<file path="config.mk">
export PLATFORM = sky130hd
export DESIGN_NAME = gsc_ctrl
export DESIGN_NICKNAME = d
export VERILOG_FILES = /design/src/rtl/gsc_pkg.sv /design/src/rtl/gsc_debounce.sv /design/src/rtl/gsc_ctrl.sv
export SDC_FILE = /design/constraint.sdc
export NUM_CORES = 1
export LEC_CHECK = 0
export ABC_AREA = 1
export CAP_MARGIN = 0
export CORE_MARGIN = 2
export CORE_UTILIZATION = 31
export DETAILED_ROUTE_END_ITERATION = 6
export RECOVER_POWER = 50
export SKIP_CTS_REPAIR_TIMING = 1
export SLEW_MARGIN = 30
export SYNTH_ARGS = -nofsm -noshare
export SYNTH_HDL_FRONTEND = slang
export SYNTH_SLANG_ARGS = --single-unit
</file>
<file path="constraint.sdc">
create_clock -name clk -period 5.1 [get_ports clk]
set_input_delay 1.53 -clock clk [delete_from_list [all_inputs] [get_ports clk]]
set_output_delay 1.53 -clock clk [all_outputs]
set_load 0.01 [all_outputs]
</file>
<file path="src/rtl/gsc_pkg.sv">
// rtl/gsc_pkg.sv - shared types and constants for the green-screen controller
package gsc_pkg;

    typedef enum logic [1:0] {
        IDLE = 2'd0,
        MAN  = 2'd1,
        AUTO = 2'd2
    } gsc_state_t;

    localparam int HUE_MOD = 360;
    localparam int HUE_W   = 9;
    localparam int BG_W    = 2;

endpackage

</file>
<file path="src/rtl/gsc_debounce.sv">
// rtl/gsc_debounce.sv - key synchroniser, stability counter and press pulse
module gsc_debounce #(
    parameter int DB_CYCLES = 500000
) (
    input  logic clk,
    input  logic rst_n,
    input  logic key_n,
    output logic press
);

    localparam int CNT_W = $clog2(DB_CYCLES);
    localparam logic [CNT_W-1:0] CNT_LAST = CNT_W'(DB_CYCLES - 1);

    logic             s1_q, s1_d;
    logic             s2_q, s2_d;
    logic             db_q, db_d;
    logic             armed_q, armed_d;
    logic             press_q, press_d;
    logic [CNT_W-1:0] cnt_q, cnt_d;

    // Until armed, the counter also times a stable release so that a key held
    // through reset cannot turn into a press.
    always_comb begin
        s1_d    = key_n;
        s2_d    = s1_q;
        db_d    = db_q;
        armed_d = armed_q;
        press_d = 1'b0;
        cnt_d   = '0;
        if ((s2_q != db_q) || (!armed_q && s2_q)) begin
            if (cnt_q == CNT_LAST) begin
                if (s2_q != db_q) begin
                    db_d    = s2_q;
                    press_d = armed_q & ~s2_q;
                end else begin
                    armed_d = 1'b1;
                end
            end else begin
                cnt_d = cnt_q + CNT_W'(1);
            end
        end
    end

    always_ff @(posedge clk or negedge rst_n) begin
        if (!rst_n) begin
            s1_q    <= 1'b1;
            s2_q    <= 1'b1;
            db_q    <= 1'b1;
            armed_q <= 1'b0;
            press_q <= 1'b0;
            cnt_q   <= '0;
        end else begin
            s1_q    <= s1_d;
            s2_q    <= s2_d;
            db_q    <= db_d;
            armed_q <= armed_d;
            press_q <= press_d;
            cnt_q   <= cnt_d;
        end
    end

    assign press = press_q;

endmodule

</file>
<file path="src/rtl/gsc_ctrl.sv">
// rtl/gsc_ctrl.sv - frame-synchronous keying/background/hue controller
module gsc_ctrl
    import gsc_pkg::*;
#(
    parameter int DB_CYCLES = 500000,
    parameter int FRAME_DIV = 60,
    parameter int HUE_STEP  = 2
) (
    input  logic            clk,
    input  logic            rst_n,
    input  logic            key_en_n,
    input  logic            key_bg_n,
    input  logic            auto_en,
    input  logic            vsync,
    output logic            gsc_en,
    output logic [BG_W-1:0] bg_sel,
    output logic [HUE_W-1:0] hue_ofs,
    output logic            frame_tick
);

    localparam int FC_W = $clog2(FRAME_DIV + 1);
    localparam logic [FC_W-1:0] FC_LAST = FC_W'(FRAME_DIV - 1);

    logic press_en, press_bg;

    gsc_debounce #(.DB_CYCLES(DB_CYCLES)) u_db_en (
        .clk   (clk),
        .rst_n (rst_n),
        .key_n (key_en_n),
        .press (press_en)
    );

    gsc_debounce #(.DB_CYCLES(DB_CYCLES)) u_db_bg (
        .clk   (clk),
        .rst_n (rst_n),
        .key_n (key_bg_n),
        .press (press_bg)
    );

    logic             vs1_q, vs1_d, vs2_q, vs2_d, vs_prev_q, vs_prev_d;
    logic             au1_q, au1_d, au2_q, au2_d;
    logic             pend_tog_q, pend_tog_d;
    logic [BG_W-1:0]  pend_bg_q, pend_bg_d;
    gsc_state_t       state_q, state_d, nxt;
    logic [FC_W-1:0]  fcnt_q, fcnt_d;
    logic             gsc_en_q, gsc_en_d;
    logic [BG_W-1:0]  bg_q, bg_d;
    logic [HUE_W-1:0] hue_q, hue_d;
    logic             tick_q, tick_d;
    logic             boundary, step;
    logic [HUE_W:0]   hue_sum;

    always_comb begin
        vs1_d      = vsync;
        vs2_d      = vs1_q;
        vs_prev_d  = vs2_q;
        au1_d      = auto_en;
        au2_d      = au1_q;
        pend_tog_d = pend_tog_q ^ press_en;
        pend_bg_d  = pend_bg_q + BG_W'(press_bg);
        state_d    = state_q;
        fcnt_d     = (state_q == AUTO) ? fcnt_q : '0;
        gsc_en_d   = gsc_en_q;
        bg_d       = bg_q;
        hue_d      = hue_q;
        tick_d     = 1'b0;
        boundary   = vs2_q & ~vs_prev_q;
        step       = (state_q == AUTO) && (fcnt_q == FC_LAST);
        hue_sum    = {1'b0, hue_q} + (HUE_W + 1)'(HUE_STEP);

        nxt = state_q;
        case (state_q)
            IDLE:    if (pend_tog_q) nxt = au2_q ? AUTO : MAN;
            MAN:     if (pend_tog_q) nxt = IDLE; else if (au2_q) nxt = AUTO;
            AUTO:    if (pend_tog_q) nxt = IDLE; else if (!au2_q) nxt = MAN;
            default: nxt = IDLE;
        endcase

        // A press landing on the boundary cycle seeds the next frame's pending.
        if (boundary) begin
            pend_tog_d = press_en;
            pend_bg_d  = BG_W'(press_bg);
            state_d    = nxt;
            if (nxt == AUTO) begin
                fcnt_d = (fcnt_q == FC_LAST) ? '0 : fcnt_q + FC_W'(1);
            end else begin
                fcnt_d = '0;
            end
            gsc_en_d = (nxt != IDLE);
            bg_d     = bg_q + pend_bg_q + BG_W'(step);
            if (nxt == IDLE) begin
                hue_d = '0;
            end else if (hue_sum >= (HUE_W + 1)'(HUE_MOD)) begin
                hue_d = HUE_W'(hue_sum - (HUE_W + 1)'(HUE_MOD));
            end else begin
                hue_d = HUE_W'(hue_sum);
            end
            tick_d = 1'b1;
        end
    end

    always_ff @(posedge clk or negedge rst_n) begin
        if (!rst_n) begin
            vs1_q      <= 1'b0;
            vs2_q      <= 1'b0;
            vs_prev_q  <= 1'b0;
            au1_q      <= 1'b0;
            au2_q      <= 1'b0;
            pend_tog_q <= 1'b0;
            pend_bg_q  <= '0;
            state_q    <= IDLE;
            fcnt_q     <= '0;
            gsc_en_q   <= 1'b0;
            bg_q       <= '0;
            hue_q      <= '0;
            tick_q     <= 1'b0;
        end else begin
            vs1_q      <= vs1_d;
            vs2_q      <= vs2_d;
            vs_prev_q  <= vs_prev_d;
            au1_q      <= au1_d;
            au2_q      <= au2_d;
            pend_tog_q <= pend_tog_d;
            pend_bg_q  <= pend_bg_d;
            state_q    <= state_d;
            fcnt_q     <= fcnt_d;
            gsc_en_q   <= gsc_en_d;
            bg_q       <= bg_d;
            hue_q      <= hue_d;
            tick_q     <= tick_d;
        end
    end

    assign gsc_en     = gsc_en_q;
    assign bg_sel     = bg_q;
    assign hue_ofs    = hue_q;
    assign frame_tick = tick_q;

endmodule

</file>
==> results of run 1 <==
-- cells in the mapped netlist, drive strengths merged, types with 3 or more instances --
cell     n  area (sq um)
nor2    56           260
nor4     5          52.6
dfstp    6           158
nand3   40           205
inv     67           251
dfrtp   70          1750
ha       5          62.6
buf      3          20.0
xnor2    5          43.8
nand4   25           163
nand2  102           428
a21oi   21           120
o21ai   26           134
nor3    18           105
or2      6          37.5
xor2    13           121
-- placed cells by master (no fill, tap or decap), types with 7 or more instances in the layout --
cell type,Yosys,routed
a21oi_1,19,19
clkbuf_16,0,9
clkdlybuf4s50_1,0,12
dfrtp_1,70,70
inv_1,61,62
nand2_1,90,90
nand2_2,9,9
nand3_1,39,39
nand4_1,24,24
nor2_1,44,46
nor2_2,8,7
nor3_1,15,15
o21ai_0,17,19
xor2_1,12,12
-- how the worst max path moves through the flow --
stage,start,end,slack [ps]
floorplan,hue_ofs[4],hue_ofs[4],3110
global placement,hue_ofs[3],hue_ofs[3],2490
detailed placement,hue_ofs[3],hue_ofs[3],2470
CTS,hue_ofs[3],hue_ofs[3],2120
global route,rst_n,u_db_en.cnt_q[9],1900
finish,hue_ofs[3],hue_ofs[3],2120
-- layer usage --
layer  GRT usage  vias to the layer above
met1       0.165                     1489
met4      0.0512                        0
li1            -                     1638
met2       0.185                       50
met5           0                        -
met3      0.0266                       12
-- area by class of cell --
class / count / area [sq um] / area share
clock buffer: 12 / 236 / 0.0508
inverter: 67 / 251 / 0.0540
clock inverter: 4 / 50.0 / 0.0107
multi-input combinational: 336 / 1820 / 0.392
tap: 172 / 215 / 0.0462
timing repair buffer: 18 / 169 / 0.0363
sequential: 76 / 1910 / 0.410
-- sequential cells by signal (all words and copies together) (netlist names), 2 cells and up --
signal         count
u_db_en.cnt_q     19
hue_ofs            8
state_q            2
fcnt_q             6
u_db_bg.cnt_q     19
pend_bg_q          2
bg_sel             2
-- power groups by stage --
stage          registers, mW  clock network (mW)  logic, mW
5_1_grt                0.620               0.662     0.0424
3_5_place_dp           0.630                   0     0.0388
4_1_cts                0.619               0.629     0.0390
3_3_place_gp           0.630                   0     0.0379
2_1_floorplan          0.628                   0     0.0172
6_report               0.619               0.611     0.0355
-- cells by family after synthesis --
group | count (synthesis) | share of synthesized area
and+or+nand+nor | 255 | 0.317
DFF | 76 | 0.473
buffers and inverters | 71 | 0.0682
AOI/OAI and AO/OA | 56 | 0.0791
xor gates and xnor gates | 18 | 0.0409
adders and majority gates | 6 | 0.0205
other | 1 | 0.000930
==> summary.txt, run 1 <==
Status
  – Status: finished, violations left
  – Failing checks: capacitance limit, slew limit

Clock tree
  – Root Driver: clkbuf_16
  – CTS tree: built
  – Clock sinks: 76
  – Reg clk slew, reported paths: 60 ps
  – Clock latency on the worst-skew pair: 330 ps
  – Inserted Clock Buffers: 9
  – H-Tree Level Count: 3
  – Deepest clock path buffer count: 2

Detailed routing
  – Wire length on met3: 258 um
  – Final WL: 7.84 mm
  – Top layer used by detailed routing: met4
  – Vias: 3189
  – Met1 wire length: 3.90 mm
  – 1st-iter DRT viols: 235
  – ANT nets after route: 0
  – Via density: 4.66
  – Routed WL per cell: 11.4 um
  – TritonRoute pass-1 iters: 4
  – Routed wl met2: 3.54 mm
  – DRC viols: 0

Layout
  – Final Instance Area: 4660 sq um
  – Fin cells: 685
  – Area delta synth->final: 15.4%
  – Final design utilization: 0.367
  – # nets final: 520
  – Share of layout cells above drive strength 1: 0.115
  – Diodes inserted: 0
  – Fillers: 1300

Setup path
  – Worst Path Max Fanout: 8
  – Critical Path, Cell by Cell: clkdlybuf4s50_1
  – Setup CP Type: reg2out
  – CP Data Arrival Time: 1450 ps
  – Worst Setup Start Kind: flop
  – Critical Path Stages: 1
  – Crit path buf inv count: 1
  – RR Startpoint: vs2_q
  – CP max stage delay: 600 ps
  – Req. time, crit path: 3570 ps
  – Worst R2R End: hue_ofs[6]
  – Critical path endpoint category: output port
  – Largest delay share family, worst path: buffers and inverters
  – Crit-path slowest cell: clkdlybuf4s50_1
  – R2r setup slk: 2710 ps
  – R2R cell count: 9

Logic synthesis
  – Yosys warnings: 0
  – Register area share after synthesis: 0.473
  – Mapped Cells: 483
  – Synth Cell Area: 4030 sq um
  – Synth async-reset ratio: 1.00
  – Mean Syn Cell Area: 8.35 sq um
  – Synthesis-stage register bit count: 76
  – Syn_nets: 495
  – Primary FF master, synth: dfrtp_1
  – Number of flops mapped to enable cells by yosys: 0
  – Yosys cell types: 46

STA
  – Post-route minimum period: 2980 ps
  – Slew Limit Fails: 77
  – Slew of the pin with the lowest slew margin: 1840 ps
  – Setup-failing EPs final: 0
  – Setup Skew: 7.98 ps
  – Total Neg Setup Slack: 0 ps
  – Fmax: 0.336 GHz
  – Fin crit share: 0.584
  – Setup ws final: 2120 ps
  – Max_slew headroom: -0.227
  – RSZ-0062 raised after global routing: false
  – Final hold slack: 351 ps
  – Final hold vios: 0

Power and ir drop
  – Clk pwr share: 0.483
  – Psw: 266 uW
  – Tot Pwr: 1.27 mW
  – Maximum VDD drop: 0.000157 V
  – Switching share of power: 0.210
  – Gate power share: 0.028
  – Sequential share of power: 0.489
  – Pint: 1000 uW
  – Power Dens Cells: 272 nW/um^2
  – Leakage: 1.97 nW

GRT
  – Largest net degree at the start of global routing: 77
  – Vias in the first global route: 3035
  – Total congestion overflow: 0
  – Initial antenna violation count: 0
  – Global-route wire length before repair: 13.8 mm
  – GRT Total Usage: 0.121

Placement
  – Gpl congestion: 0.907
  – Detail Placement HPWL: 5.67 mm
  – DP Cell Count: 669
  – Setup WS pre-CTS: 2470 ps
  – Port Buffer Count: 17
  – Placement Cell Area: 4400 sq um

Hold path
  – Hold EP: au2_q
  – WHS Path Cells: 0
  – Min-Delay Path Class: reg2reg
  – Hold Path Origin: au1_q

Floorplan
  – Starting density of the core: 0.318
  – # IOs: 19
  – Chip height: 118 um
  – Core area: 12700 sq um
  – Die ar.: 13900 sq um
  – FP Rows: 41
  – Die width: 118 um

Run
  – Max-Cap Viols: 1
Note: power is estimated with default switching activity, not from simulation.
==> inputs of run 2 (changes only) <==
==> constraint.sdc (replaced) <==
create_clock -name clk -period 2.9 [get_ports clk]
set_input_delay 0.87 -clock clk [delete_from_list [all_inputs] [get_ports clk]]
set_output_delay 0.87 -clock clk [all_outputs]
set_load 0.01 [all_outputs]
==> summary.txt, run 2 (synthesis gave the netlist of run 1 again) <==
Setup path
  – Setup CP Type: reg2out
  – Worst Path Max Fanout: 8
  – Largest delay share family, worst path: buffers and inverters
  – Crit-path slowest cell: clkdlybuf4s50_1
  – R2r setup slk: 790 ps
  – CP Data Arrival Time: 1440 ps
  – Crit path buf inv count: 1
  – Req. time, crit path: 2030 ps
  – CP max stage delay: 590 ps
  – Critical path endpoint category: output port
  – Critical Path, Cell by Cell: clkdlybuf4s50_1
  – Worst Setup Start Kind: flop

Floorplan
  – # IOs: 19
  – Core area: 12700 sq um
  – Chip height: 118 um
  – FP Rows: 41
  – Die ar.: 13900 sq um
  – Die width: 118 um
  – Starting density of the core: 0.318

Power and ir drop
  – Sequential share of power: 0.460
  – Switching share of power: 0.209
  – Maximum VDD drop: 0.000416 V
  – Clk pwr share: 0.512
  – Pint: 1.87 mW
  – Psw: 495 uW
  – Leakage: 2.01 nW
  – Gate power share: 0.027
  – Power Dens Cells: 501 nW/um^2

STA
  – Slew of the pin with the lowest slew margin: 1060 ps
  – Fmax: 0.433 GHz
  – Total Neg Setup Slack: 0 ps
  – Post-route minimum period: 2310 ps
  – Max_slew headroom: 0.296
  – Setup ws final: 592 ps
  – Fin crit share: 0.796
  – RSZ-0062 raised after global routing: false
  – Slew Limit Fails: 0
  – Final hold vios: 0
  – Setup Skew: 6.92 ps
  – Setup-failing EPs final: 0

Clock tree
  – Root Driver: clkbuf_16
  – Clock sinks: 76
  – CTS tree: built
  – Clock latency on the worst-skew pair: 340 ps
  – H-Tree Level Count: 3
  – Deepest clock path buffer count: 2
  – Reg clk slew, reported paths: 60 ps
  – Inserted Clock Buffers: 9

Detailed routing
  – Vias: 3286
  – 1st-iter DRT viols: 296
  – Final WL: 8.26 mm
  – Routed WL per cell: 12.0 um
  – ANT nets after route: 0
  – Via density: 4.78
  – TritonRoute pass-1 iters: 5
  – DRC viols: 0

Layout
  – Sequential Area: 1910 sq um
  – Area delta synth->final: 17.1%
  – # nets final: 523
  – Fillers: 1288
  – Diodes inserted: 0
  – Most common cell after layout, fill and taps aside: nand2_1
  – Share of layout cells above drive strength 1: 0.124
  – Commonest non-fill, non-tap cells in the layout: nand2_1, dfrtp_1, inv_1
  – Multi-input logic area: 1850 sq um

GRT
  – Total congestion overflow: 0
  – Initial antenna violation count: 0
  – Global-route wire length before repair: 14.4 mm
  – Vias in the first global route: 3210
  – Largest net degree at the start of global routing: 45
  – GRT Total Usage: 0.126

Run
  – Max-Cap Viols: 0

Placement
  – Gpl congestion: 0.887
  – Detail Placement HPWL: 6.13 mm
  – Setup WS pre-CTS: 932 ps
  – Port Buffer Count: 17

Status
  – Status: finished, final reports clean

Hold path
  – Min-Delay Path Class: reg2reg
## run 2: metal layers
| layer | GRT usage | wire, um | vias to the layer above |
|---|---|---|---|
| met5 | 0 | 0 | - |
| met4 | 0.0414 | 119 | 0 |
| met3 | 0.0412 | 439 | 13 |
| met2 | 0.206 | 3860 | 82 |
| met1 | 0.156 | 3840 | 1547 |
| li1 | - | - | 1644 |
## run 2: power groups by stage
stage | clock network (mW) | logic (mW) | registers [mW]
6_report | 1.21 | 0.0643 | 1.09
5_1_grt | 1.29 | 0.0762 | 1.09
4_1_cts | 1.24 | 0.0713 | 1.09
3_5_place_dp | 0 | 0.0713 | 1.11
3_3_place_gp | 0 | 0.0705 | 1.11
2_1_floorplan | 0 | 0.0302 | 1.11
## run 2: final cells by class
class | count | area share
sequential | 76 | 0.404
multi-input combinational | 336 | 0.391
inverter | 67 | 0.0532
clock buffer | 12 | 0.0522
tap | 172 | 0.0456
timing repair buffer | 21 | 0.0381
clock inverter | 4 | 0.0154
## run 2: per-stage QoR
stage	hold WS, ps	total power [mW]	instances	util	area (sq um)
2_1_floorplan	331	1.14	483	-	4030
3_3_place_gp	337	1.18	672	0.349	4420
3_5_place_dp	335	1.18	672	0.349	4420
4_1_cts	347	2.40	688	0.374	4740
5_1_grt	353	2.46	688	0.373	4720
6_report	345	2.36	688	0.373	4720
## run 2: path summary, 6_finish.rpt
| kind | to | cells after the start | startpoint |
|---|---|---|---|
| worst max-delay path | hue_ofs[3] | 1 | hue_ofs[3] |
| worst min-delay path | vs2_q | 0 | vs1_q |
| worst max register to register | fcnt_q[3] | 7 | vs2_q |
| worst min register to register | vs2_q | 0 | vs1_q |
| max in group asynchronous | u_db_en.cnt_q[14] | 2 | rst_n |
| min in group asynchronous | u_db_bg.cnt_q[17] | 1 | rst_n |
==> inputs of run 3 (changes only) <==
==> constraint.sdc (replaced) <==
create_clock -name clk -period 2.3 [get_ports clk]
set_input_delay 0.69 -clock clk [delete_from_list [all_inputs] [get_ports clk]]
set_output_delay 0.69 -clock clk [all_outputs]
set_load 0.01 [all_outputs]
==> summary.txt, run 3 (synthesis gave the netlist of run 1 again) <==
Layout
  – Most common cell after layout, fill and taps aside: nand2_1
  – Sequential Area: 1910 sq um
  – Diodes inserted: 0
  – Fin cells: 687
  – Final Instance Area: 4720 sq um
  – # nets final: 522
  – Multi-input logic area: 1850 sq um
  – Fillers: 1304
  – Share of layout cells above drive strength 1: 0.132
  – Commonest non-fill, non-tap cells in the layout: nand2_1, dfrtp_1, inv_1
  – Area delta synth->final: 17.1%

Placement
  – Detail Placement HPWL: 5.95 mm
  – Placement Cell Area: 4430 sq um
  – Port Buffer Count: 17
  – DP Cell Count: 671
  – Gpl congestion: 0.904

Clock tree
  – H-Tree Level Count: 3
  – Deepest clock path buffer count: 2
  – Clock latency on the worst-skew pair: 340 ps
  – Inserted Clock Buffers: 9
  – Reg clk slew, reported paths: 60 ps
  – Root Driver: clkbuf_16
  – CTS tree: built
  – Clock sinks: 76

Setup path
  – Setup CP Type: reg2out
  – Worst R2R End: bg_sel[0]
  – R2R cell count: 7
  – Critical path endpoint category: output port
  – Worst Path Max Fanout: 8
  – RR Startpoint: fcnt_q[0]
  – R2r setup slk: 330 ps
  – Critical Path, Cell by Cell: clkdlybuf4s50_1
  – Worst Setup Start Kind: flop
  – CP Data Arrival Time: 1470 ps
  – Crit path buf inv count: 1
  – Largest delay share family, worst path: buffers and inverters
  – Crit. Startpoint: hue_ofs[3]
  – Crit-path slowest cell: clkdlybuf4s50_1
  – Req. time, crit path: 1610 ps
  – CP max stage delay: 600 ps

Power and ir drop
  – Switching share of power: 0.212
  – Leakage: 2.01 nW
  – Pint: 2.28 mW
  – Maximum VDD drop: 0.000398 V
  – Tot Pwr: 2.89 mW
  – Sequential share of power: 0.475
  – Gate power share: 0.030
  – Power Dens Cells: 612 nW/um^2
  – Psw: 613 uW
  – Clk pwr share: 0.496

Floorplan
  – Die width: 118 um
  – Core area: 12700 sq um
  – Starting density of the core: 0.318
  – Chip height: 118 um
  – Die ar.: 13900 sq um
  – FP Rows: 41
  – # IOs: 19

Run
  – Max-Cap Viols: 1

STA
  – Slew of the pin with the lowest slew margin: 1630 ps
  – Setup-failing EPs final: 0
  – Fin crit share: 0.939
  – Setup Skew: 8.29 ps
  – Final hold slack: 347 ps
  – Post-route minimum period: 2160 ps
  – Final hold vios: 0
  – Total Neg Setup Slack: 0 ps
  – Max_slew headroom: -0.0866
  – Slew Limit Fails: 28
  – RSZ-0062 raised after global routing: false
  – Fmax: 0.463 GHz

Detailed routing
  – Routed WL per cell: 11.8 um
  – ANT nets after route: 0
  – Vias: 3234
  – TritonRoute pass-1 iters: 4
  – Final WL: 8.13 mm
  – Via density: 4.71
  – 1st-iter DRT viols: 204
  – DRC viols: 0

GRT
  – Top Usage Layer GRT: met2
  – Total congestion overflow: 0
  – Initial antenna violation count: 0
  – GRT Total Usage: 0.129
  – Vias in the first global route: 3072
  – Met1 Use GR: 0.175
  – Met2 Use GR: 0.191
  – Global-route wire length before repair: 14.5 mm
  – Largest net degree at the start of global routing: 30
  – Met3 GRT Util: 0.0320

Hold path
  – Hold EP: vs2_q
  – WHS Path Cells: 0
  – Min-Delay Path Class: reg2reg
  – Hold Path Origin: vs1_q

Status
  – Status: finished, violations left
  – Failing checks: capacitance limit, slew limit
[run 3: changes by cell type in the layout (fill, tap and decap cells not counted), sizes merged]
cell | before | now
clkbuf | 17 | 14
clkinv | 1 | 2
buf | 0 | 2
bufinv | 2 | 1
[run 3: how the worst max path moves through the flow]
stage	slack (ps)	cells past startpoint	endpoint
after floorplan	440	7	bg_sel[0]
after global placement	370	7	bg_sel[0]
after detailed placement	360	7	bg_sel[0]
after CTS	120	1	hue_ofs[3]
after global routing	90	1	hue_ofs[3]
final	140	1	hue_ofs[3]
[run 3: cell type report]
class	count	area share
clock inverter	4	0.0101
sequential	76	0.404
multi-input combinational	336	0.391
clock buffer	12	0.0543
timing repair buffer	20	0.0413
inverter	67	0.0532
tap	172	0.0456
[run 3: power by group through the flow]
| stage | registers (mW) | logic, mW | clock network, mW |
|---|---|---|---|
| floorplan | 1.39 | 0.0380 | 0 |
| global placement | 1.40 | 0.0905 | 0 |
| detailed placement | 1.40 | 0.0930 | 0 |
| CTS | 1.37 | 0.0934 | 1.48 |
| global route | 1.37 | 0.102 | 1.53 |
| finish | 1.37 | 0.0860 | 1.43 |
[run 3: layer usage]
metal	routed length, um	up-vias
li1	-	1643
met1	4040	1524
met2	3640	56
met3	296	11
met4	153	0
met5	0	-
[run 3: per-stage QoR]
| step | setup slack [ps] | utilization |
|---|---|---|
| after floorplan | 436 | - |
| after detailed placement | 355 | 0.349 |
| after CTS | 117 | 0.373 |
| after global routing | 87.9 | 0.373 |
| after global placement | 373 | 0.349 |
| final | 140 | 0.373 |
